==> src/rtl/ysyx_25060170_wbu.sv <==
// Write-back and next-PC unit.
// Commits non-load instructions in the cycle they are accepted.
// Holds loads in S_MEM until the data memory returns the load data.
// Owns the architectural PC and the 64-bit retired-instruction counter.
module ysyx_25060170_wbu #(
    parameter logic [31:0] RESET_PC = 32'h8000_0000
) (
    input  logic        clk,
    input  logic        rst,
    input  logic        in_valid,
    output logic        in_ready,
    input  logic        jal,
    input  logic        branch,
    input  logic        brlt,
    input  logic        RegW,
    input  logic        PCx1,
    input  logic [1:0]  regS,
    input  logic [4:0]  rd,
    input  logic [31:0] imm,
    input  logic [31:0] alu_result,
    input  logic        alu_zero,
    input  logic        alu_lt,
    output logic        mem_req,
    output logic [31:0] mem_addr,
    input  logic        mem_rvalid,
    input  logic [31:0] mem_rdata,
    output logic        rf_wen,
    output logic [4:0]  rf_waddr,
    output logic [31:0] rf_wdata,
    output logic [31:0] pc,
    output logic [63:0] instret,
    output logic        busy
);

    typedef enum logic {S_IDLE, S_MEM} state_t;

    state_t      state_q;
    logic [31:0] pc_q, pc_d;
    logic [63:0] instret_q;
    logic [31:0] mem_addr_q;
    logic [4:0]  rd_q;
    logic        regw_q;

    logic        accept, is_load, commit_ex, start_ld, commit_ld;
    logic [31:0] pc_plus4, pc_plus_imm;

    // While rst is high nothing may be accepted or committed, so every
    // combinational output sits at its reset value.
    assign in_ready    = (state_q == S_IDLE);
    assign busy        = (state_q == S_MEM);
    assign accept      = in_valid && in_ready && !rst;
    assign is_load     = (regS == 2'd1);
    assign commit_ex   = accept && !is_load;
    assign start_ld    = accept && is_load;
    assign commit_ld   = (state_q == S_MEM) && mem_rvalid && !rst;
    assign pc_plus4    = pc_q + 32'd4;
    assign pc_plus_imm = pc_q + imm;

    assign mem_req  = start_ld;
    assign mem_addr = mem_addr_q;
    assign pc       = pc_q;
    assign instret  = instret_q;

    // Next PC for a non-load commit: jalr beats jal, branch-equal beats branch-less-than.
    always_comb begin
        pc_d = pc_plus4;
        if (PCx1)                    pc_d = alu_result & ~32'h1;
        else if (jal)                pc_d = pc_plus_imm;
        else if (branch && alu_zero) pc_d = pc_plus_imm;
        else if (brlt && alu_lt)     pc_d = pc_plus_imm;
    end

    // Register-file write port: driven in the commit cycle only, zero otherwise.
    always_comb begin
        rf_wen   = 1'b0;
        rf_waddr = 5'd0;
        rf_wdata = 32'd0;
        if (commit_ex) begin
            rf_wen   = RegW && (rd != 5'd0);
            rf_waddr = rd;
            case (regS)
                2'd2:    rf_wdata = pc_plus4;
                2'd3:    rf_wdata = pc_plus_imm;
                default: rf_wdata = alu_result;
            endcase
        end else if (commit_ld) begin
            rf_wen   = regw_q && (rd_q != 5'd0);
            rf_waddr = rd_q;
            rf_wdata = mem_rdata;
        end
    end

    // State, PC, instret and the latched load context.
    always_ff @(posedge clk or posedge rst) begin
        if (rst) begin
            state_q    <= S_IDLE;
            pc_q       <= RESET_PC;
            instret_q  <= 64'd0;
            mem_addr_q <= 32'd0;
            rd_q       <= 5'd0;
            regw_q     <= 1'b0;
        end else begin
            case (state_q)
                S_IDLE: begin
                    if (commit_ex) begin
                        pc_q      <= pc_d;
                        instret_q <= instret_q + 64'd1;
                    end else if (start_ld) begin
                        mem_addr_q <= alu_result;
                        rd_q       <= rd;
                        regw_q     <= RegW;
                        state_q    <= S_MEM;
                    end
                end
                S_MEM: begin
                    if (commit_ld) begin
                        pc_q      <= pc_plus4;
                        instret_q <= instret_q + 64'd1;
                        state_q   <= S_IDLE;
                    end
                end
                default: state_q <= S_IDLE;
            endcase
        end
    end

endmodule

==> config.mk <==
export PLATFORM = sky130hd
export DESIGN_NAME = ysyx_25060170_wbu
export DESIGN_NICKNAME = d
export VERILOG_FILES = /design/src/rtl/ysyx_25060170_wbu.sv
export SDC_FILE = /design/constraint.sdc
export NUM_CORES = 1
export LEC_CHECK = 0
export BUFFER_PORTS_ARGS = -buffer_cell sky130_fd_sc_hd__buf_2
export CORE_MARGIN = 2
export CORE_UTILIZATION = 54
export CTS_BUF_LIST = sky130_fd_sc_hd__clkbuf_2
export CTS_CLUSTER_SIZE = 10
export DETAILED_ROUTE_END_ITERATION = 10
export GPL_ROUTABILITY_DRIVEN = 0
export PLACE_DENSITY_LB_ADDON = 0.25
export SYNTH_ARGS = -nofsm -noshare
export SYNTH_HDL_FRONTEND = slang
export SYNTH_SLANG_ARGS = --single-unit
export TNS_END_PERCENT = 10
==> constraint.sdc <==
create_clock -name clk -period 7.3 [get_ports clk]
set_clock_uncertainty 0.1 [all_clocks]
set_input_delay 0.73 -clock clk [delete_from_list [all_inputs] [get_ports clk]]
set_output_delay 0.73 -clock clk [all_outputs]
set_load 0.01 [all_outputs]
==> Word-level counts from Yosys, hierarchy flattened <==
Cells that the tools add are included.
{ "op_classes": {"add_sub_neg": 3, "n_eq_ne": 5, "muxes": 21, "n_bitwise": 2, "reduce_logical": 16} }
{ "ops": {"columns": ["cell", "count"], "rows": [
  ["32-bit two-way mux", 8],
  ["64-bit two-way mux", 2],
  ["32-bit one-hot mux with 2 select lines", 2],
  ["64-bit one-hot mux with 2 select lines", 1],
  ["64-bit by 1-bit adder with 64-bit output (second input constant)", 1],
  ["32-bit by 3-bit adder with 32-bit output (second input constant)", 1],
  ["32-bit adder", 1],
  ["1-bit logical AND", 10],
  ["5-bit two-way mux", 2],
  ["5-bit nonzero test", 2],
  ["1-bit two-way mux", 5],
  ["2-bit equality test (second input constant)", 2],
  ["2-bit by 1-bit inequality test with 1-bit output (second input constant)", 2],
  ["3-bit AND reduction", 1],
  ["2-bit by 1-bit equality test with 1-bit output (second input constant)", 1],
  ["1-bit logical NOT", 2],
  ["1-bit inverter", 2],
  ["1-bit one-hot mux with 2 select lines", 1],
  ["2-bit AND reduction", 1]
]} }
{ "totals": {"regBits": 135, "input_bits": 114, "wordCells": 53} }

==> Logic depth before layout (Yosys ltp) <==
Gate-level depths: netlist (run 1).
{ "logic_depth": {"word_depth": 7, "depth_mapped": 11, "depth_no_buf": 11} }

==> Worst setup path after synthesis (run 1) <==
Ideal clock, no wire load.
{ "synth_path": {"path_kind": "in2out", "startpoint": "input port rst", "endpoint": "output port rf_wdata[10]", "arrival_ns": 5.153, "required_ns": 6.470, "path_slack_ns": 1.317, "cell_stages": 7, "path_buffers": 2, "path_cell_list": "inv_1 > nand2_1 > nor2_1 > clkbuf_1 > clkbuf_1 > nand2_1 > o21ai_0"} }
{ "synth_via": {"elab_chain_cells": 4, "elab_cells_between_ends": 6} }
{ "synth_lines": {"columns": ["item", "line", "rtl"], "rows": [
  ["start, declared", "9", "input logic rst,"],
  ["1-bit logical NOT (no source line) (*)", null, null],
  ["1-bit logical AND, on equally long branches", "55, 51", null],
  ["32-bit two-way mux / 1-bit logical AND (equally long branches)", "86, 53", null],
  ["32-bit two-way mux (*)", "78", "if (commit_ex) begin"],
  ["end, declared", "29", "output logic [31:0] rf_wdata,"]
]} }
Mark *: on every way between the ends. The rest lies on a longest branch, timed or not.

==> Worst setup path after layout (run 1) <==
{ "layout_path": {"startpoint": "register pc_q[0] (netlist: pc[0])", "endpoint": "output port rf_wdata[26]"} }
{ "layout_via": {"elab_chain_cells": 3, "elab_cells_between_ends": 4} }
{ "layout_lines": {"columns": ["item", "line", "rtl"], "rows": [
  ["start, declared", "38", "logic [31:0] pc_q, pc_d;"],
  ["start signal, assigned", "106", "pc_q <= pc_d;"],
  ["start signal, assigned", "117", "pc_q <= pc_plus4;"],
  ["32-bit adder / 32-bit by 3-bit adder with 32-bit output (equally long branches)", "57, 56", null],
  ["32-bit one-hot mux with 2 select lines (*)", "81", "case (regS)"],
  ["32-bit two-way mux (*)", "78", null]
]} }
Marks and branches as above.

==> flow_metrics.tcl, run 1 <==
set metrics [dict create \
    clockBufferDepth 2 \
    ant_nets 0 \
    syn-instance-count 1106 \
    report.power.total_w 0.00314 \
    nNetsFinal 1513 \
    highest_layer "met5" \
    wl_met3_um 2710 \
    io_pins 283 \
    met1_length_um 12400 \
    die-area_mm2 0.0181 \
    drive_gt1_frac 0.253 \
    fin_setup_tns_ns 0 \
    num-fill-cells 1469 \
    firstDrtPassIters 6 \
    syn-num-nets 1254 \
    synth_edf_count 0 \
    rows 47 \
    viasPerCell 5.94 \
    synthArstFlopShare 1.00 \
    ir_drop_uv 159 \
    numCtsBuffers 17 \
    drc_errors 0 \
    hold_viol 0 \
    ys_seq_elements 135 \
    core_area_mm2 0.0166 \
    track_usage 0.331 \
    final-setup-viol-count 0 \
    path_max_fanout 4 \
    wl_met2_um 14000 \
    syn_area_mm2 0.00920 \
    cp.required_ns 6.47 \
    synth_seq_area_share 0.367 \
    clk_pin_slew_ns 0.25 \
    cts-htree-levels 4 \
    clkSinkCount 135 \
    clkLatencyLatePin_ns 0.74 \
    cts_tree "done" \
    yosys_warnings 0 \
    start_util 0.553 \
    cp-start-kind "flip-flop" \
    min_period_over_period 0.686 \
    tightest_slew_ns 1.08 \
    register_area_mm2 0.00338 \
    die_y_um 135 \
    grt-ovfl-total 0 \
    ff2ff_setup_slack_ns 3.68 \
    synth_cell_type_count 67 \
    layout_common_cells "buf_2, nand2_1, dfrtp_1" \
    post_synth.cell_area_avg_um2 8.31 \
    whs_ns 0.0875 \
    synth-main-ff-cell "dfrtp_1" \
    final_common_cell "buf_2" \
    grt_pass1_wl_um 46800 \
    fp.dieW_um 135 \
    ctsRootBufferMaster "clkbuf_2" \
    syn_to_final_growth_pct 19.9 \
    power_density_mw_per_mm2 285 \
    critPathKind "reg2out" \
    fmax_mhz 200 \
    end_kind "output port" \
    hp-class "in2reg" \
    wirelength_um 30200 \
    relSlewSlack 0.283 \
    multi_input_area_mm2 0.00552 \
    grt_pass1_vias 9000 \
    vias 9500 \
    antenna_found_initial 3 \
    min_period_ns 5.01 \
    drt_iter0_markers 870 \
    max_cap_viol_count 0 \
    grt_max_degree 77 \
    wl_per_cell_um 18.8 \
    status "complete, no violations" \
    crit_arrival_ns 4.18 \
    rsz0062_at_grt "no" \
    dp_hpwl_um 22400 \
    port_buffers 282 \
    maxSlewViolCount 0 \
    leakage_nw 5.57 \
]
==> metal layers <==
layer / up-vias / global-route usage
met1: 4442 / 0.434
li1: 4445 / -
met2: 523 / 0.539
met3: 88 / 0.0702
met5: - / 0
met4: 2 / 0.130
==> flip-flops by register name, indices dropped and copies added, names as in the netlist <==
register and cells:
busy 1, regw_q 1, rd_q 5, mem_addr 32
instret 64, pc 32
==> kinds of logic (layout without fill, tap and decap cells) <==
family | Yosys count | count (layout) | share of synthesized area
AND/OR/NAND/NOR | 449 | 449 | 0.230
multiplexers | 18 | 18 | 0.0200
AO/OA/AOI/OAI | 271 | 271 | 0.187
flip-flops | 135 | 135 | 0.367
XOR/XNOR | 118 | 118 | 0.115
other | 0 | 2 | 0
buffers and inverters | 81 | 353 | 0.0344
adder cells (fa/ha/maj) | 34 | 34 | 0.0471
==> synth_stat cells (all sizes together), types with 3 or more instances <==
cell type | number | area (um2)
a221oi | 17 | 149
o221ai | 4 | 35.0
mux2 | 3 | 33.8
o22ai | 6 | 37.5
o31ai | 3 | 22.5
clkbuf | 49 | 184
nand2 | 218 | 818
dfrtp | 134 | 3350
a22o | 5 | 43.8
a22oi | 12 | 90.1
buf | 5 | 31.3
or2 | 3 | 18.8
mux2i | 15 | 150
nand2b | 11 | 91.3
and4 | 9 | 81.3
nand4 | 22 | 153
inv | 26 | 97.6
a222oi | 5 | 50.1
o21a | 11 | 82.6
and3 | 22 | 143
a31oi | 10 | 62.6
a211oi | 6 | 45.0
xor2 | 32 | 280
ha | 33 | 413
xnor2 | 86 | 776
a21oi | 73 | 365
o21ai | 80 | 400
and2 | 3 | 18.8
nor3 | 16 | 80.1
a221o | 7 | 70.1
o211ai | 4 | 30.0
a21o | 12 | 90.1
nor2 | 65 | 249
nor3b | 3 | 22.5
or3 | 5 | 31.3
nor2b | 11 | 68.8
nor4 | 5 | 31.3
nand3 | 50 | 255
==> worst max-delay path: stages (launching register included) <==
cell,delay [ns]
dfrtp_1,0.47
ha_1,0.23
fa_1,0.44
a211o_1,0.30
a21oi_1,0.25
o211ai_1,0.22
o221ai_1,0.43
a31oi_1,0.23
xor2_1,0.25
mux2i_1,0.10
and3_1,0.22
a21oi_1,0.12
buf_2,0.16
==> area by class of cell <==
class                           count  area share
Clock inverter                     15      0.0140
Antenna cell                        2    0.000454
Sequential cell                   135       0.306
Clock buffer                       17     0.00771
Timing Repair Buffer              294       0.136
Inverter                           27     0.00964
Multi-Input combinational cell    890       0.500
Tap cell                          220      0.0250
==> power breakdown <==
part           switching [W]  leakage (nW)  internal, W
Clock               0.000336         0.143     0.000138
Combinational       0.000931          3.70     0.000643
Sequential          0.000204          1.73     0.000887
==> path summary, 6_finish.rpt <==
check	startpoint	depth (start not counted)	end
max	pc[0]	12	rf_wdata[26]
max reg2reg	pc[0]	11	pc[28]
max in group asynchronous	rst	4	mem_addr[10]
min	alu_result[1]	3	mem_addr[1]
min reg2reg	mem_addr[11]	2	mem_addr[11]
min in group asynchronous	rst	3	pc[1]
==> repair_timing <==
item	4_1_cts	5_1_grt
hold buffers	1	0
resized for setup	0	0
setup endpoints to repair	0	0
endpoints found under the hold margin	58	0
buffers inserted	0	0
==> stage by stage <==
| step | cell area [um2] | cells | util | setup slack (ns) |
|---|---|---|---|---|
| CTS | 11000 | 1598 | 0.662 | 2.28 |
| global route | 11000 | 1600 | 0.663 | 1.99 |
| detailed placement | 10800 | 1565 | 0.647 | 2.75 |
| finish | 11000 | 1600 | 0.663 | 2.29 |
| global placement | 10800 | 1565 | 0.647 | 2.75 |
| floorplan | 9200 | 1106 | - | 1.32 |
Power figures use the tool's default switching activity.
==> inputs of run 2 (changes only) <==
--- a/config.mk
+++ b/config.mk
@@ -5,9 +5,10 @@
 export SDC_FILE = /design/constraint.sdc
 export NUM_CORES = 1
 export LEC_CHECK = 0
+export ABC_AREA = 1
 export BUFFER_PORTS_ARGS = -buffer_cell sky130_fd_sc_hd__buf_2
 export CORE_MARGIN = 2
-export CORE_UTILIZATION = 54
+export CORE_UTILIZATION = 51
 export CTS_BUF_LIST = sky130_fd_sc_hd__clkbuf_2
 export CTS_CLUSTER_SIZE = 10
 export DETAILED_ROUTE_END_ITERATION = 10
==> constraint.sdc (replaced) <==
create_clock -name clk -period 4.2 [get_ports clk]
set_clock_uncertainty 0.1 [all_clocks]
set_input_delay 0.42 -clock clk [delete_from_list [all_inputs] [get_ports clk]]
set_output_delay 0.42 -clock clk [all_outputs]
set_load 0.01 [all_outputs]
==> run 2 against run 1 <==
Sequential power up 100%. Largest cell class unchanged. Combinational power rose to 2.7 times the previous value. Routed wire length up 40%. Flip-flop and latch count unchanged. Via count up 44%. Clock-buffer cell count up 1. Synthesized cell count up 63%.
==> flow_metrics.tcl, run 2 <==
set metrics [dict create \
    critPathKind "reg2out" \
    ir_drop_uv 203 \
    syn-num-nets 1949 \
    p_sw_frac 0.530 \
    cp-start-kind "flip-flop" \
    hp-class "in2reg" \
    dp_hpwl_um 32600 \
    synth_cell_type_count 51 \
    p_int_w 0.00347 \
    fin_setup_tns_ns 0 \
    switching_power_w 0.00390 \
    synthArstFlopShare 1.00 \
    rsz0062_at_grt "no" \
    relSlewSlack 0.158 \
    yosysTopAreaCell "dfrtp_1" \
    cp_slowest_cell "dfrtp_1" \
    clk_pin_slew_ns 0.22 \
    clockBufferDepth 2 \
    yosysMostFrequentCell "nand2_1" \
    maxSlewViolCount 0 \
    vias 13670 \
    post_cts_buffers 0 \
    slowest_delay_ns 0.54 \
    cts-resized-gates 0 \
    yosys_warnings 0 \
    min_period_ns 4.02 \
    crit_chain "ha_1, nand3_1, nand2_1, nand2_1, nand2_1, nand2_1, nand2_1, nand2_1, nand3b_1, nand3_1, a21boi_0, buf_2" \
    numCtsBuffers 17 \
    num-fill-cells 2111 \
    port_buffers 282 \
    end_kind "output port" \
    rows 54 \
    drc_errors 0 \
    dpl.cell_count 2329 \
    wirelength_um 42200 \
    cts_tree "done" \
    ant_nets 0 \
    power_density_mw_per_mm2 537 \
    comb_power_share 0.577 \
    min_period_over_period 0.956 \
    ys_top_cells_by_area "dfrtp_1, nand2_1, inv_1" \
    stdcell_count 2407 \
    clkSinkCount 135 \
    yosys-top-cells-count "nand2_1, inv_1, nand3_1" \
    syn_area_mm2 0.0114 \
    viasPerCell 5.68 \
    post_synth.cell_area_avg_um2 6.31 \
    status "complete, no violations" \
    die-area_mm2 0.0235 \
    critPathLaunch "pc[2]" \
    core_area_mm2 0.0218 \
    whs_ns 0.0979 \
    syn_to_final_growth_pct 20.6 \
    tightest_slew_ns 1.26 \
    synth_edf_count 0 \
    clockPowerShare 0.122 \
    power.share.sequential 0.302 \
    layout_common_cells "nand2_1, buf_2, inv_1" \
    synth-main-ff-cell "dfrtp_1" \
    track_usage 0.351 \
    ys_seq_elements 135 \
    cts_hold_buf 42 \
    ctsRootBufferMaster "clkbuf_2" \
    hold_start "imm[26]" \
    grt-ovfl-total 0 \
    firstDrtPassIters 7 \
    largest_register_ffs 64 \
    leakage_nw 7.66 \
    syn-instance-count 1801 \
    nNetsFinal 2258 \
    final_common_cell "nand2_1" \
    wl_per_cell_um 17.5 \
    dp_slack_ns 0.887 \
    antenna_found_initial 5 \
    start_util 0.521 \
    grt_pass1_wl_um 65700 \
    worst_r2r_path_depth 11 \
    fp.dieW_um 153 \
    final-setup-viol-count 0 \
    path_common_cell "nand2_1" \
    max_cap_viol_count 0 \
    clkLatencyLatePin_ns 0.75 \
    path_max_fanout 7 \
    hold_viol 0 \
    drt_iter0_markers 1308 \
    timing.rr.start "busy" \
    grt_max_degree 73 \
    cts-htree-levels 4 \
    crit_arrival_ns 3.50 \
    io_pins 283 \
    drive_gt1_frac 0.179 \
    min_path_cells 5 \
    cp.required_ns 3.68 \
    fmax_mhz 249 \
    die_y_um 153 \
    report.power.total_w 0.00737 \
    grt_pass1_vias 12963 \
    final.setup.worst_slack_ns 0.185 \
    synth_seq_area_share 0.297 \
    synth_top_area_frac 0.295 \
]
-- run 2: cell types whose count changed after synthesis, sizes merged, moves of 21 or more --
| cell | previous run | this run |
|---|---|---|
| xnor2 | 86 | 22 |
| clkbuf | 49 | 24 |
| nand2 | 218 | 629 |
| o21ai | 80 | 45 |
| nand3 | 50 | 174 |
| and3 | 22 | 1 |
| nor2 | 65 | 177 |
| inv | 26 | 244 |
-- run 2: worst max-delay path, delay by kind of cell, from the launching register on --
| family | cells | cell delay [ns] |
|---|---|---|
| simple gates | 9 | 1.22 |
| fa+ha+maj | 1 | 0.41 |
| flops | 1 | 0.54 |
| compound gates | 1 | 0.36 |
| buf+inv | 1 | 0.22 |
-- run 2: final cells by class --
class	instances	area [um2]	share of cell area
diodes	4	10.0	0.000730
clock buffers	18	90.1	0.00657
clock inverters	14	171	0.0125
inverters	246	927	0.0676
multi-input cells	1376	6880	0.501
flip-flops and latches	135	3380	0.246
well taps	280	350	0.0256
repair buffers	334	1910	0.139
-- run 2: kinds of logic (layout without fill, tap and decap cells) --
kind of cell / count (synthesis) / after routing / synth area share
compound gates: 185 / 185 / 0.0948
buf+inv: 290 / 612 / 0.0985
other cells: 0 / 4 / 0
simple gates: 1087 / 1087 / 0.418
flops: 135 / 135 / 0.297
xor+xnor: 70 / 70 / 0.0539
fa+ha+maj: 34 / 34 / 0.0381
-- run 2: path summary, 6_finish.rpt --
kind	to	slack, ns
max reg2reg	instret[27]	1.14
max	rf_wdata[17]	0.18
min in group asynchronous	busy	0.44
min reg2reg	mem_addr[10]	0.40
min	pc[26]	0.1
max in group asynchronous	instret[56]	2.10
-- run 2: through the flow --
step	utilization	cell area (um2)
after floorplan	-	11400
after global routing	0.628	13700
final	0.628	13700
after CTS	0.628	13700
after detailed placement	0.597	13000
after global placement	0.597	13000
-- run 2: power groups by stage --
stage	Sequential, W	Combinational, W	Clock [W]
4_1_cts	0.00219	0.00414	0.000903
3_3_place_gp	0.00221	0.00401	0
3_5_place_dp	0.00222	0.00409	0
2_1_floorplan	0.00221	0.00263	0
6_report	0.00222	0.00425	0.000896
5_1_grt	0.00227	0.00467	0.000958
-- run 2: layer usage --
| metal | up-vias | track usage | wire length (um) |
|---|---|---|---|
| met1 | 6270 | 0.427 | 15500 |
| li1 | 6397 | - | - |
| met2 | 814 | 0.589 | 19800 |
| met5 | - | 0 | 28 |
| met4 | 4 | 0.194 | 2640 |
| met3 | 185 | 0.0629 | 4220 |
==> inputs of run 3 (changes only) <==
--- a/config.mk
+++ b/config.mk
@@ -13,7 +13,7 @@
 export CTS_CLUSTER_SIZE = 10
 export DETAILED_ROUTE_END_ITERATION = 10
 export GPL_ROUTABILITY_DRIVEN = 0
-export PLACE_DENSITY_LB_ADDON = 0.25
+export PLACE_DENSITY_LB_ADDON = 0.1
 export SYNTH_ARGS = -nofsm -noshare
 export SYNTH_HDL_FRONTEND = slang
 export SYNTH_SLANG_ARGS = --single-unit
==> run 3 against run 2 <==
Clock power fell by 5.7%. Critical path depth fell by 1. Clock-buffer cell count rose by 1. Routed wire length rose by 0.43%. Die area did not move. Sequential share of layout area barely moved. Global-route usage rose by 0.29 points. Power fell by 1.1%. Hold slack got worse by 0.030 ns. Flip-flop and latch count did not move. Utilization fell by 0.11 points. Largest cell class unchanged. Highest routed layer unchanged.
==> flow_metrics.tcl, run 3 (synthesized netlist as in run 2, its figures left out) <==
set metrics [dict create \
    wirelength_um 42400 \
    cp.required_ns 3.68 \
    p_sw_frac 0.533 \
    path_max_fanout 9 \
    vias 13408 \
    place_area_mm2 0.0130 \
    multi_input_area_mm2 0.00688 \
    wl_per_cell_um 17.6 \
    numCtsBuffers 17 \
    port_buffers 282 \
    register_area_mm2 0.00338 \
    fin_setup_tns_ns 0 \
    ir_drop_uv 238 \
    largest_register_ffs 64 \
    die-area_mm2 0.0235 \
    rows 54 \
    ctsRootBufferMaster "clkbuf_2" \
    hold_viol 0 \
    min_path_cells 5 \
    antenna_found_initial 6 \
    cts_tree "done" \
    fp.dieW_um 153 \
    fmax_mhz 256 \
    start_util 0.521 \
    max_cap_viol_count 0 \
    maxSlewViolCount 0 \
    min_period_over_period 0.930 \
    dp_hpwl_um 32800 \
    power.share.sequential 0.306 \
    leakage_nw 7.64 \
    timing.rr.start "busy" \
    status "complete, no violations" \
    clk_pin_slew_ns 0.24 \
    grt-ovfl-total 0 \
    final_area_mm2 0.0137 \
    drive_gt1_frac 0.179 \
    ant_nets 0 \
    firstDrtPassIters 7 \
    grt_max_degree 84 \
    syn_to_final_growth_pct 20.3 \
    hold_start "imm[27]" \
    clockBufferDepth 2 \
    io_pins 283 \
    final_common_cell "nand2_1" \
    clkLatencyLatePin_ns 0.77 \
    final-setup-viol-count 0 \
    worst_r2r_path_depth 9 \
    p_int_w 0.00340 \
    power_density_mw_per_mm2 532 \
    rsz0062_at_grt "no" \
    end_kind "output port" \
    cp-start-kind "flip-flop" \
    drc_errors 0 \
    report.power.total_w 0.00728 \
    nNetsFinal 2257 \
    fin_util 0.627 \
    relSlewSlack 0.165 \
    grt_pass1_wl_um 66000 \
    tightest_slew_ns 1.25 \
    viasPerCell 5.57 \
    post_cts_buffers 0 \
    layout_common_cells "nand2_1, buf_2, inv_1" \
    drt_iter0_markers 1386 \
    crit_arrival_ns 3.39 \
    clkSinkCount 135 \
    holdPathEnd "pc[27]" \
    ff2ff_setup_slack_ns 1.23 \
    rr_endpoint "pc[21]" \
    hp-class "in2reg" \
    critPathKind "reg2out" \
    cts-htree-levels 4 \
    clockPowerShare 0.116 \
    min_period_ns 3.91 \
    core_area_mm2 0.0218 \
    comb_power_share 0.578 \
    num-fill-cells 2110 \
    switching_power_w 0.00388 \
    die_y_um 153 \
    track_usage 0.354 \
    grt_pass1_vias 12741 \
]
-- run 3: changes by cell type in the layout (fill, tap and decap cells not counted), sizes merged --
cell	delta
inv	-1
bufinv	-1
clkinvlp	+2
clkbuf	+1
clkinv	-1
buf	-1
-- run 3: per-stage QoR --
step | hold WS (ns) | cells | worst slack, ns
CTS | 0.0260 | 2402 | 0.392
floorplan | 0.350 | 1801 | 0.0529
global route | 0.00639 | 2404 | 0.0579
detailed placement | 0.361 | 2328 | 0.856
global placement | 0.359 | 2328 | 0.935
finish | 0.0677 | 2406 | 0.293
-- run 3: worst max path at each step --
stage                 start            to  slack, ns  cells past startpoint
floorplan               rst  rf_wdata[10]       0.05                      7
global placement    regS[1]        pc[21]       0.94                     11
detailed placement  regS[1]        pc[21]       0.86                     11
CTS                  pc[12]  rf_wdata[23]       0.39                     11
global route         pc[14]  rf_wdata[20]       0.06                     11
finish               pc[14]  rf_wdata[20]       0.29                     11
-- run 3: critical path, stage by stage, from the launching register on --
cell and delay [ns]:
dfrtp_1 0.54, ha_1 0.42, nand2_1 0.14, nor2_1 0.21, inv_1 0.10, nor2_1 0.14
nand4_1 0.13, nand3b_1 0.12, xor2_1 0.36, nand2_1 0.10, a21boi_1 0.16, buf_2 0.20
-- run 3: power by group through the flow --
stage / combinational (W) / sequential (W) / clock [W]
after global routing: 0.00466 / 0.00227 / 0.000906
after floorplan: 0.00263 / 0.00221 / 0
after detailed placement: 0.00407 / 0.00222 / 0
final: 0.00421 / 0.00223 / 0.000845
after global placement: 0.00402 / 0.00222 / 0
after CTS: 0.00412 / 0.00220 / 0.000853
-- run 3: layout make-up --
class | instances | area share
well taps | 280 | 0.0256
inverters | 246 | 0.0677
repair buffers | 333 | 0.139
clock buffers | 19 | 0.00695
clock inverters | 13 | 0.0107
diodes | 4 | 0.000731
multi-input cells | 1376 | 0.503
flip-flops and latches | 135 | 0.247
-- run 3: layer usage --
layer,vias to the layer above,global-route usage,share of wire
met5,-,0,0.00064
met4,4,0.190,0.058
met3,157,0.0655,0.089
met1,6150,0.431,0.38
met2,706,0.594,0.47
li1,6391,-,-
-- run 3: what timing repair did --
item | CTS | global route
endpoints found under the setup margin | 0 | 0
gates resized for setup | 0 | 0
hold buffers | 42 | 0
hold endpoints to repair | 121 | 0
